### src/rtl/add_pkg.sv
// rtl/add_pkg.sv - shared state encoding and nibble width for the nibble-serial adder
package add_pkg;

  localparam logic [1:0] ST_IDLE = 2'd0;
  localparam logic [1:0] ST_RUN  = 2'd1;
  localparam logic [1:0] ST_DONE = 2'd2;

  localparam int NIB_W = 4;

  typedef enum logic [1:0] {
    S_IDLE = ST_IDLE,
    S_RUN  = ST_RUN,
    S_DONE = ST_DONE
  } state_t;

endpackage

### src/rtl/Add_rca_4.sv
// rtl/Add_rca_4.sv - 4-bit ripple-carry adder stage
module Add_rca_4 (
  input  logic [3:0] a_i,
  input  logic [3:0] b_i,
  input  logic       c_i,
  output logic [3:0] s_o,
  output logic       c_o
);

  logic [4:0] c_chain;

  assign c_chain[0] = c_i;

  // One full adder per bit, carry rippling from bit 0 upward
  for (genvar i = 0; i < 4; i++) begin : g_fa
    assign s_o[i]       = a_i[i] ^ b_i[i] ^ c_chain[i];
    assign c_chain[i+1] = (a_i[i] & b_i[i]) | (c_chain[i] & (a_i[i] ^ b_i[i]));
  end

  assign c_o = c_chain[4];

endmodule

### src/rtl/add_seq_nib.sv
// rtl/add_seq_nib.sv - nibble-serial wide adder controller around a single Add_rca_4
module add_seq_nib
  import add_pkg::*;
#(
  parameter int WIDTH = 16
) (
  input  logic             clk,
  input  logic             reset,
  input  logic             start,
  input  logic [WIDTH-1:0] a,
  input  logic [WIDTH-1:0] b,
  input  logic             c_in,
  output logic             busy,
  output logic             done,
  output logic [WIDTH-1:0] sum,
  output logic             c_out,
  output logic             overflow
);

  localparam int NIB   = WIDTH / NIB_W;
  localparam int CNT_W = (NIB > 1) ? $clog2(NIB) : 1;
  localparam logic [CNT_W-1:0] LAST = CNT_W'(NIB - 1);

  state_t           state_q, state_d;
  logic [WIDTH-1:0] op_a_q, op_a_d;
  logic [WIDTH-1:0] op_b_q, op_b_d;
  logic [WIDTH-1:0] acc_q, acc_d;
  logic [WIDTH-1:0] sum_q, sum_d;
  logic             carry_q, carry_d;
  logic [CNT_W-1:0] count_q, count_d;
  logic             c_out_q, c_out_d;
  logic             ovf_q, ovf_d;

  logic [NIB_W-1:0] rca_a, rca_b, rca_s;
  logic             rca_c;

  assign rca_a = op_a_q[NIB_W*count_q +: NIB_W];
  assign rca_b = op_b_q[NIB_W*count_q +: NIB_W];

  Add_rca_4 u_rca (
    .a_i (rca_a),
    .b_i (rca_b),
    .c_i (carry_q),
    .s_o (rca_s),
    .c_o (rca_c)
  );

  // Next-state: accept in IDLE/DONE, fold one nibble per RUN cycle, publish on the last one
  always_comb begin
    state_d = state_q;
    op_a_d  = op_a_q;
    op_b_d  = op_b_q;
    acc_d   = acc_q;
    sum_d   = sum_q;
    carry_d = carry_q;
    count_d = count_q;
    c_out_d = c_out_q;
    ovf_d   = ovf_q;
    case (state_q)
      S_IDLE, S_DONE: begin
        if (start) begin
          op_a_d  = a;
          op_b_d  = b;
          carry_d = c_in;
          count_d = '0;
          acc_d   = '0;
          state_d = S_RUN;
        end else begin
          state_d = S_IDLE;
        end
      end
      S_RUN: begin
        acc_d[NIB_W*count_q +: NIB_W] = rca_s;
        carry_d = rca_c;
        if (count_q == LAST) begin
          // Results become visible only here, so no partial sum ever leaks out
          state_d = S_DONE;
          sum_d   = acc_d;
          c_out_d = rca_c;
          ovf_d   = (op_a_q[WIDTH-1] == op_b_q[WIDTH-1]) &&
                    (acc_d[WIDTH-1] != op_a_q[WIDTH-1]);
        end else begin
          count_d = count_q + CNT_W'(1);
        end
      end
      default: state_d = S_IDLE;
    endcase
  end

  // State and datapath registers; reset discards any in-flight operation
  always_ff @(posedge clk) begin
    if (reset) begin
      state_q <= S_IDLE;
      op_a_q  <= '0;
      op_b_q  <= '0;
      acc_q   <= '0;
      sum_q   <= '0;
      carry_q <= 1'b0;
      count_q <= '0;
      c_out_q <= 1'b0;
      ovf_q   <= 1'b0;
    end else begin
      state_q <= state_d;
      op_a_q  <= op_a_d;
      op_b_q  <= op_b_d;
      acc_q   <= acc_d;
      sum_q   <= sum_d;
      carry_q <= carry_d;
      count_q <= count_d;
      c_out_q <= c_out_d;
      ovf_q   <= ovf_d;
    end
  end

  assign busy     = (state_q == S_RUN);
  assign done     = (state_q == S_DONE);
  assign sum      = sum_q;
  assign c_out    = c_out_q;
  assign overflow = ovf_q;

endmodule

### config.mk
export PLATFORM = sky130hd
export DESIGN_NAME = add_seq_nib
export DESIGN_NICKNAME = d
export VERILOG_FILES = /design/src/rtl/add_pkg.sv /design/src/rtl/Add_rca_4.sv /design/src/rtl/add_seq_nib.sv
export SDC_FILE = /design/constraint.sdc
export NUM_CORES = 1
export LEC_CHECK = 0
export BUFFER_PORTS_ARGS = -buffer_cell sky130_fd_sc_hd__buf_2
export CELL_PAD_IN_SITES_DETAIL_PLACEMENT = 2
export CELL_PAD_IN_SITES_GLOBAL_PLACEMENT = 2
export CORE_ASPECT_RATIO = 1.5
export CORE_MARGIN = 2
export CORE_UTILIZATION = 35
export DETAILED_ROUTE_END_ITERATION = 16
export HOLD_SLACK_MARGIN = 0.08
export PLACE_DENSITY = 0.85
export SLEW_MARGIN = 10
export SYNTH_ARGS = -nofsm -noshare
export SYNTH_HDL_FRONTEND = slang
export SYNTH_HIERARCHICAL = 1
export SYNTH_SLANG_ARGS = --single-unit
### constraint.sdc
create_clock -name clk -period 10.6 [get_ports clk]
set_input_delay 0.53 -clock clk [delete_from_list [all_inputs] [get_ports clk]]
set_output_delay 0.53 -clock clk [all_outputs]
set_load 0.05 [all_outputs]
# == Yosys cells after proc, flatten, opt, wreduce, memory -nomap -nowiden ==
# Cells that the tools add are included.
# totals
input_bits,36
latchBits,0
ff_bits,71
mem_bits_rw,0
mem_bits_ro,0
mem_count,0
wordCells,62
out_inout_bits,20
# classes
eq_ne,8
reduce_logical,8
addsub,2
bitwise_logic,20
n_mul,0
muxes,11
order_cmp,0
div_mod_pow,0
n_shift,4
# ops
cell,count
$neg 4->34,1
$shift 4x34->16 const A,1
$shiftx 4x34->16,1
$pmux 16 s2,1
$shiftx 16x5->4,2
$bwmux 16,1
$mux 16,1
$and 1x1->1,8
$pmux 2 s2,2
$xor 1x1->1,8
$mux 2,3
$reduce_and 2->1,3
$eq 2x2->1 const B,2
$ne 2x2->1 const B,2
$or 1x1->1,4
$reduce_and 3->1,1
$add 2x1->2 const B,1
$eq 2x1->1 const B,1
$logic_not 2->1,1
$mux 1,2
$ne 2x1->1 const B,1
$pmux 1 s2,1
$reduce_bool 2->1,1
$reduce_or 2->1,1
3 further kinds,3

# == Longest topological paths before layout ==
# Gate-level depths: netlist of run 1.
# depth
ltp_word,13
mapped_depth,14
ltp_nobuf,13

# == Hierarchy ==
# The synthesis of run 1 kept the hierarchy.
# by_module_without_submodules
mod,instances,cells_each,area_per_inst_um2
add_seq_nib,1,359,3125.5
Add_rca_4,1,14,117.6

# == Worst setup path after synthesis of run 1 ==
# OpenSTA, ideal clock, no wires.
# synth_path
path_kind,register -> register
from,register count_q[0]
to,register ovf_q (netlist: overflow)
slack_ns,6.992
t_required_ns,10.468
setup_time_ns,0.132
stages_incl_launch_ff,15
arrival_ns,3.476
period_less_slack_ns,3.608
cell_sequence,dfxtp_1 -> buf_2 -> mux4_2 -> fa_1 -> inv_1 -> fa_1 -> inv_1 -> fa_1 -> inv_1 -> fa_1 -> inv_1 -> and4bb_2 -> nor2_1 -> o311ai_1 -> a21oi_1
# synth_between
elab_chain_cells,13
# synth_rtl
item,line_no,rtl
start: declaration,add_seq_nib.sv:30,"logic [CNT_W-1:0] count_q, count_d;"
start signal: assignment,add_seq_nib.sv:109,count_q <= count_d;
$shiftx 16x5->4 (*),add_seq_nib.sv:37,assign rca_a = op_a_q[NIB_W*count_q +: NIB_W];
named net rca_a[0],add_seq_nib.sv:34,"logic [NIB_W-1:0] rca_a, rca_b, rca_s;"
$xor 1x1->1,Add_rca_4.sv:17,assign c_chain[i+1] = (a_i[i] & b_i[i]) | (c_chain[i] & (a_i[i] ^ b_i[i]));
$and 1x1->1,Add_rca_4.sv:17,
$or 1x1->1 (*),Add_rca_4.sv:17,
$and 1x1->1 (*),Add_rca_4.sv:17,
$or 1x1->1 (*),Add_rca_4.sv:17,
$and 1x1->1 (*),Add_rca_4.sv:17,
$or 1x1->1 (*),Add_rca_4.sv:17,
$xor 1x1->1 (*),Add_rca_4.sv:16,assign s_o[i] = a_i[i] ^ b_i[i] ^ c_chain[i];
named net rca_s[3],add_seq_nib.sv:34,
$shiftx 4x34->16 (*),add_seq_nib.sv:73,acc_d[NIB_W*count_q +: NIB_W] = rca_s;
$bwmux 16 (*),add_seq_nib.sv:73,
$ne 1x1->1 (*),add_seq_nib.sv:81,(acc_d[WIDTH-1] != op_a_q[WIDTH-1]);
$logic_and 1x1->1 (*),add_seq_nib.sv:80,ovf_d = (op_a_q[WIDTH-1] == op_b_q[WIDTH-1]) &&
end signal: assignment,add_seq_nib.sv:111,ovf_q <= ovf_d;
end: declaration,add_seq_nib.sv:32,"logic ovf_q, ovf_d;"
# The timed path passes the listed nets; every way through them passes the cells marked *.
# A chain may end at the register's enable or synchronous reset.

# == Worst setup path after layout of run 1 ==
# Ends and elaborated chain as after synthesis.

==> run metrics, run 1 <==
RR Startpoint count_q[0]; setup violators final 0; max-cap viol count 0; Required @ worst endpoint 10800 ps; worst skew pair latency approximately 350 ps; post-synthesis register bit count 71; total track usage 21.40%; via density per instance 5.368; Ports between 50 and 60; DPL Wire Length 6543 um; Max FO, Critical Path 20; Reg2Reg Setup Slack 6480 ps; post-synthesis adder-cell area fraction 4.784%; Core ar. 9146 um2; layout cells sized above 1 21.67%; Synth Flop Type dfxtp_1; number of synthesized flops with an enable pin 0; Layout area overhead 17.90%; XOR/XNOR Fraction of Synth Area 0%; clock sinks slightly above 70; switch share 25.81%; switching pwr 171.1 uW; post-synthesis compound-gate area fraction approximately 17%; Fmax 242.5 MHz; syn nets between 400 and 500; Post-Syn Area 3243 um2; postcts setup bufs 0; CTS tree yes; Die Ht 121.9 um; Final Critical Period around 4100 ps; clock power share 45.9%; worst hold path type primary input to register; Via Count 2856; internal power 491.7 uW; sequential fraction of design power 43.2%; outcome finished, final reports clean; Overflow after GRT 0; Max clock buf depth 2; # diodes 0; Setup Skew 4.241 ps; clk slew on worst S/H paths 60 ps; Nets 461; Detailed Route WL 9710 um; register area share after synthesis 43.83%; antenna violations before repair 0; final hold vios 0; unrepaired setup endpoints after global routing no; drc violations 0; number of global-route vias before repair 3117; Gate power share between 10% and 20%; post-CTS sizing 0; Fill cells roughly 1100; Gate Count Post-Synth 373; GP Congestion 0.8355; Slew Viols, Final 0; Pwr Density 173.3 nW/um2; PortBufs 55; Crit Path Category register to register; Hold Startpoint b[9]; Leak 0.001506 uW; slew margin rel. 25.88%; setup_tns 0 ps; Rows 43; most common cell after layout, fill and taps aside nand2_1; WL/cell 18.25 um; crit path DAT 4320 ps; Avg Inst Size Synth 8.695 um2; VDD IR-drop max 0.09301 mV; hold-fix buffers at CTS 0; synth warn 6; Detailed Routing Iterations Pass 1 4; die area 10070 um2; R2R cell count 13; Finished Cell Area 3824 um2; most frequent cells in the layout nand2_1, dfxtp_1, buf_2; post-route antenna net violation count 0; Setup crit end kind register; simple-gate share of the synthesized area a little over a fifth; H-Tree Level Count 3; period utilization 38.90%; Least-Margin Pin Slew 1112 ps; Startpoint Class register; Worst setup endpoint overflow; placed cell area 3531 um2; first-pass GRT wire length 15870 um; maximum number of pins on one net before global-route repair 71; Cell variety after synth 44; worst r2r dst overflow; drt initial violations 148; CTS buffer count 9; post-synthesis async set-or-reset flop share 0%; Die Width 82.60 um; Initial Util between 30% and 40%; origin of the worst setup path count_q[0]; largest family of logic cells by synthesized area simple AND/OR/NAND/NOR gates; mux cell area share after synthesis 6.173%; CTS root buf clkbuf_16
[cell families after synthesis]
logic type               count (synthesis)
adder cells (fa/ha/maj)                 10
AND/OR/NAND/NOR                        152
flip-flops                              71
buffers and inverters                   45
multiplexers                            10
AO/OA/AOI/OAI                           85
[per-stage QoR]
step	total power (uW)	std cells	util (%)	worst slack [ps]	hold WS [ps]
2_1_floorplan	339.8	373	-	6992	433.1
3_5_place_dp	364.7	516	38.60	6477	452.8
3_3_place_gp	360.5	516	38.60	6612	441.5
4_1_cts	666.9	532	41.81	6464	423.4
6_report	662.8	532	41.81	6476	419.7
5_1_grt	688.4	532	41.81	6208	436.8
[worst max-delay path: stages (launching register included)]
cell and delay [ps]:
dfxtp_1 890, mux4_2 630, fa_1 430, inv_1 80, fa_1 170, inv_1 50
fa_1 350, inv_1 80, fa_1 410, inv_1 170, and4bb_2 300, nor2_1 60
o311ai_1 260, a21oi_1 90
[routing by layer]
metal / up-vias / wire, um / GRT usage (%)
met4: 0 / 195 / 8.914
met5: - / 0 / 0
met2: 43 / 5473 / 38.96
met3: 12 / 248 / 3.778
met1: 1442 / 3792 / 23.72
li1: 1359 / - / -
[power by group through the flow]
stage               Sequential [uW]  Combinational, uW  Clock [uW]
floorplan                       287               52.7           0
global placement                291               69.3           0
detailed placement              292               72.7           0
CTS                             286               73.5         307
global route                    288               81.0         320
finish                          286               72.4         304
[flip-flops by register name, summed over array words and instances, names as in the netlist]
signal,cells
acc_q,16
op_a_q,16
op_b_q,16
sum,16
count_q,2
state_q,2
c_out,1
carry_q,1
overflow,1
[how the worst min path moves through the flow]
stage,cells after the start,to,slack (ps)
2_1_floorplan,2,op_a_q[10],430
3_3_place_gp,2,op_a_q[3],440
3_5_place_dp,2,c_out,450
4_1_cts,3,op_b_q[13],420
5_1_grt,3,op_b_q[3],440
6_report,3,op_b_q[9],420
[Yosys cell counts (all sizes together), types with 5 or more instances]
cell    instances  area, um2
nor2           26      97.59
buf            21      130.1
mux4            8      180.2
ha              6      75.07
a31oi           5      31.28
dfxtp          71       1421
nand2          85      319.1
nor2b          13      81.33
clkbuf          6      22.52
a21oi          46      230.2
inv            18      70.07
a211oi         11      102.6
[layout make-up]
cell class	instances	area, um2	area share (%)
clock buffers	13	250.2	6.544
flip-flops and latches	71	1421	37.17
well taps	112	140.1	3.665
inverters	18	70.07	1.832
repair buffers	58	297.8	7.788
multi-input cells	257	1602	41.88
clock inverters	3	42.54	1.113
No activity file was read; power rests on OpenSTA's default activity.
==> run 2: changes to the inputs <==
- CORE_UTILIZATION: 35 -> 30
- PLACE_DENSITY: 0.85 -> 0.78
- clock period: 10.6 -> 3.76 ns (I/O delays scaled with it)
==> run metrics, run 2 (synthesis results as in run 1) <==
CP top delay family adder cells; Die Width 88.90 um (+7.6%); CTS root buf clkbuf_16; number of global-route vias before repair 3035 (-2.6%); drc violations 0 (unchanged); Fill cells 1211 (+15%); Overflow after GRT 0 (unchanged); Startpoint Class register; setup_tns 0 ps (unchanged); period utilization 90.70% (+52 points); Ports 56 (unchanged); Crit path largest cell delay 540 ps (-350 ps); Nets 471 (+2.2%); most common cell after layout, fill and taps aside nand2_1; unrepaired setup endpoints after global routing no; postcts setup bufs 0 (unchanged); maximum number of pins on one net before global-route repair 40 (-44%); Least-Margin Pin Slew 756.8 ps (-354.9 ps); number of cells after detailed placement 552 (+7.0%); Detailed Route WL 9416 um (-3.0%); Final Critical Period 3410 ps (-713.3 ps); crit path DAT 3600 ps (-720 ps); Layout area overhead 21.45%; setup violators final 0 (unchanged); layout cells sized above 1 22.79% (+1.1 points); Leak 0.001555 uW (+3.3%); VDD IR-drop max 0.2236 mV (+140%); slew margin rel. 49.32% (+23 points); die area 11680 um2 (+16%); total track usage 17.44% (-4.0 points); Fmax 293.2 MHz (+21%); Slew Viols, Final 0 (unchanged); drt initial violations 83 (-44%); via density per instance 4.941 (-8.0%); Crit Path Category register to register; H-Tree Level Count 3 (unchanged); Pwr Density 462.4 nW/um2 (+170%); Setup Skew 5.573 ps (+1.332 ps); Max clock buf depth 2 (unchanged); max-cap viol count 0 (unchanged); Required @ worst endpoint 3950 ps (-6850 ps); Final Util 37.40% (-4.4 points); CP Buf/Inv Count 4 (unchanged); Detailed Routing Iterations Pass 1 4 (unchanged); clock sinks 71 (unchanged); Initial Util 30.79% (-4.7 points); clk slew on worst S/H paths 60 ps (about the same); most frequent cells in the layout nand2_1, dfxtp_1, buf_2; # diodes 0 (unchanged); WL/cell 16.40 um (-10%); post-route insts no fill 574 (+7.9%); DPL Wire Length 6786 um (+3.7%); Via Count 2836 (-0.70%); worst skew pair latency 340 ps (about the same); PortBufs 55 (unchanged); post-route antenna net violation count 0 (unchanged); GP Congestion 0.7775 (-6.9%); Max FO, Critical Path 6 (-70%); final hold vios 0 (unchanged); Finished Cell Area 3939 um2 (+3.0%); Die Ht 131.3 um (+7.7%); CP max stage cell mux4_2; CTS tree yes; Core ar. 10530 um2 (+15%); outcome finished, final reports clean; CTS buffer count 9 (unchanged); Setup crit end kind register; CP cell instances mux4_2 -> fa_1 -> inv_1 -> fa_1 -> inv_1 -> fa_1 -> inv_1 -> fa_1 -> inv_1 -> and4bb_2 -> nor2_1 -> o311ai_1 -> a21oi_1; worst hold path type primary input to register; antenna violations before repair 0 (unchanged); Rows 46 (+7.0%); first-pass GRT wire length 15500 um (-2.4%); placed cell area 3601 um2 (+2.0%)
## run 2: cell count changes in the layout (fill, tap and decap cells not counted), sizes merged
cell | previous run | this run
dlygate4sd3 | 0 | 6
bufinv | 1 | 0
buf | 58 | 62
clkbuf | 13 | 12
clkinv | 1 | 4
clkinvlp | 1 | 0
## run 2: area by class of cell
| type | instances | area (um2) | area share [%] |
|---|---|---|---|
| Clock inverter | 4 | 20.02 | 0.5083 |
| Tap cell | 144 | 180.2 | 4.574 |
| Clock buffer | 12 | 256.5 | 6.512 |
| Sequential cell | 71 | 1423 | 36.12 |
| Inverter | 18 | 70.07 | 1.779 |
| Timing Repair Buffer | 68 | 387.9 | 9.848 |
| Multi-Input combinational cell | 257 | 1602 | 40.66 |
## run 2: worst min-delay path, stage by stage
cell and delay, ps:
buf_2 100, nand2_1 50, a21oi_1 50
## run 2: per-layer routing
layer  track usage [%]  up-vias  part of all wire (%)  wire length (um)
li1                  -     1380                     -                 -
met1             19.42     1395                    40              3756
met2             31.38       49                    55              5211
met3             4.334       12                   3.1               296
met4             5.556        0                   1.6               151
met5                 0        -                     0                 0
## run 2: timing repair
action                                 in CTS  in global routing
setup endpoints to repair                   0                  1
hold buffers                                6                  0
endpoints found under the hold margin       6                  0
gates resized for setup                     0                  1
## run 2: final timing paths
path / start / end / slack, ps / cells after the start
worst max-delay path: count_q[0] / overflow / 350 / 13
worst min-delay path: b[1] / op_b_q[1] / 90 / 3
worst max register to register: count_q[0] / overflow / 350 / 13
worst min register to register: op_b_q[13] / op_b_q[13] / 460 / 2
## run 2: report_power, final
group	switching, uW	internal (uW)	total [uW]	leakage, uW
Combinational	134	82.8	217	0.000835
Clock	325	478	803	0.000142
Sequential	21.2	780	802	0.000578
## run 2: per-stage QoR
step	total power, uW	worst slack, ps	hold slack (ps)
global route	1902	77.78	98.06
floorplan	958.0	151.6	324.0
finish	1821	349.6	90.20
CTS	1848	181.9	82.56
global placement	1022	310.0	431.2
detailed placement	1033	194.7	437.9
==> run 3: changes to the inputs <==
- GPL_ROUTABILITY_DRIVEN: default -> 0
- PLACE_DENSITY: 0.78 -> 0.74
==> run metrics, run 3 (synthesis results as in run 1) <==
Layout area overhead 19.87%; post-CTS sizing 0 (unchanged); Setup Skew 5.276 ps (-0.2968 ps); total track usage 16.73% (-0.71 points); most common cell after layout, fill and taps aside nand2_1; Fill cells 1223 (+0.99%); Startpoint Class register; Crit path largest cell delay 550 ps (about the same); drc violations 0 (unchanged); antenna violations before repair 0 (unchanged); worst skew pair latency 330 ps (about the same); CTS tree yes; R2R cell count 13 (unchanged); Detailed Routing Iterations Pass 1 4 (unchanged); final hold vios 0 (unchanged); Leak 0.001529 uW (-1.7%); Max clock buf depth 2 (unchanged); Detailed Route WL 9191 um (-2.4%); period utilization 92.34% (+1.6 points); Die Width 88.90 um (unchanged); Nets 465 (-1.3%); post-route antenna net violation count 0 (unchanged); outcome finished, final reports clean; unrepaired setup endpoints after global routing no; DPL Wire Length 6578 um (-3.1%); max-cap viol count 0 (unchanged); Ports 56 (unchanged); Die Ht 131.3 um (unchanged); WL/cell 16.24 um (-1.0%); Rows 46 (unchanged); CTS buffer count 9 (unchanged); worst hold path type primary input to register; drt initial violations 95 (+14%); setup violators final 0 (unchanged); hold-fix buffers at CTS 0 (-6); CTS root buf clkbuf_16; layout cells sized above 1 22.75% (-0.042 points); Final Critical Period 3472 ps (+61.65 ps); # diodes 0 (unchanged); Pwr Density 470.7 nW/um2 (+1.8%); H-Tree Level Count 3 (unchanged); crit path DAT 3640 ps (+40 ps); via density per instance 4.885 (-1.1%); postcts setup bufs 0 (unchanged); die area 11680 um2 (unchanged); CP cell instances mux4_2 -> fa_1 -> inv_1 -> fa_1 -> inv_1 -> fa_1 -> inv_1 -> fa_1 -> inv_1 -> and4bb_2 -> nor2_1 -> o311ai_1 -> a21oi_1; Setup crit end kind register; CP max stage cell mux4_2; Via Count 2765 (-2.5%); Overflow after GRT 0 (unchanged); Core ar. 10530 um2 (unchanged); WHS Path Cells 3 (unchanged); Least-Margin Pin Slew 1012 ps (+255.5 ps); PortBufs 55 (unchanged); clock sinks 71 (unchanged); Required @ worst endpoint 3930 ps (-20 ps); slack of the critical path 287.9 ps (-61.65 ps); Crit Path Category register to register; most frequent cells in the layout nand2_1, dfxtp_1, buf_2; VDD IR-drop max 0.2259 mV (+1.0%); maximum number of pins on one net before global-route repair 51 (+28%); clk slew on worst S/H paths 50 ps (about the same); Slew Viols, Final 0 (unchanged); number of global-route vias before repair 3071 (+1.2%); slew margin rel. 32.51% (-17 points); Initial Util 30.79% (unchanged); pre-CTS setup slack 295.0 ps (+100.3 ps); first-pass GRT wire length 15010 um (-3.1%); Fmax 288.0 MHz (-1.8%); Max FO, Critical Path 4 (-2); setup_tns 0 ps (unchanged)
run 3: changes by cell type in the layout (fill, tap and decap cells not counted):
| cell | previous run | this run |
|---|---|---|
| dlygate4sd3_1 | 6 | 0 |
| clkinv_2 | 4 | 0 |
| clkbuf_8 | 2 | 4 |
| dfxtp_1 | 70 | 71 |
| dfxtp_2 | 1 | 0 |
| nand2b_1 | 3 | 2 |
| nand2b_2 | 0 | 1 |
run 3: path summary, 6_finish.rpt:
path	startpoint	endpoint	slack (ps)
worst max-delay path	count_q[0]	overflow	290
worst min-delay path	b[7]	op_b_q[7]	90
worst max register to register	count_q[0]	overflow	290
worst min register to register	sum[0]	sum[0]	450
run 3: metal layers:
layer  vias up  global-route usage, %  wire (um)
met5         -                      0          0
met4         0                  6.566        187
met3        13                  2.889        260
met2        47                  31.05       5070
met1      1343                  17.93       3672
li1       1362                      -          -
run 3: metrics by stage:
stage	hold slack (ps)	util, %	area (um2)	std cells	power [uW]
after floorplan	324.0	-	3243	373	958.0
after global placement	433.2	34.21	3603	552	1025
after detailed placement	437.8	34.21	3603	552	1033
after CTS	86.36	36.91	3887	566	1851
after global routing	105.3	36.91	3887	566	1906
final	92.22	36.91	3887	566	1830
run 3: layout make-up:
cell class	instances	area, um2	area share, %
Multi-Input combinational cell	257	1604	41.26
Clock buffer	14	284.0	7.306
Timing Repair Buffer	62	327.8	8.433
Tap cell	144	180.2	4.635
Inverter	18	70.07	1.802
Sequential cell	71	1421	36.56
run 3: power by group:
part	leakage (uW)	total (uW)	switching (uW)	internal, uW
clock network	0.000141	816	305	511
registers	0.000578	800	19.8	780
logic	0.000811	213	134	79.1
total	0.00153	1830	459	1370
run 3: worst max-delay path: cells and delay by family (launching register included):
kind            cells  cell delay, ps
compound gates      2             420
fa+ha+maj           4            1350
buf+inv             4             280
flops               1             410
mux                 1             550
simple gates        2             310
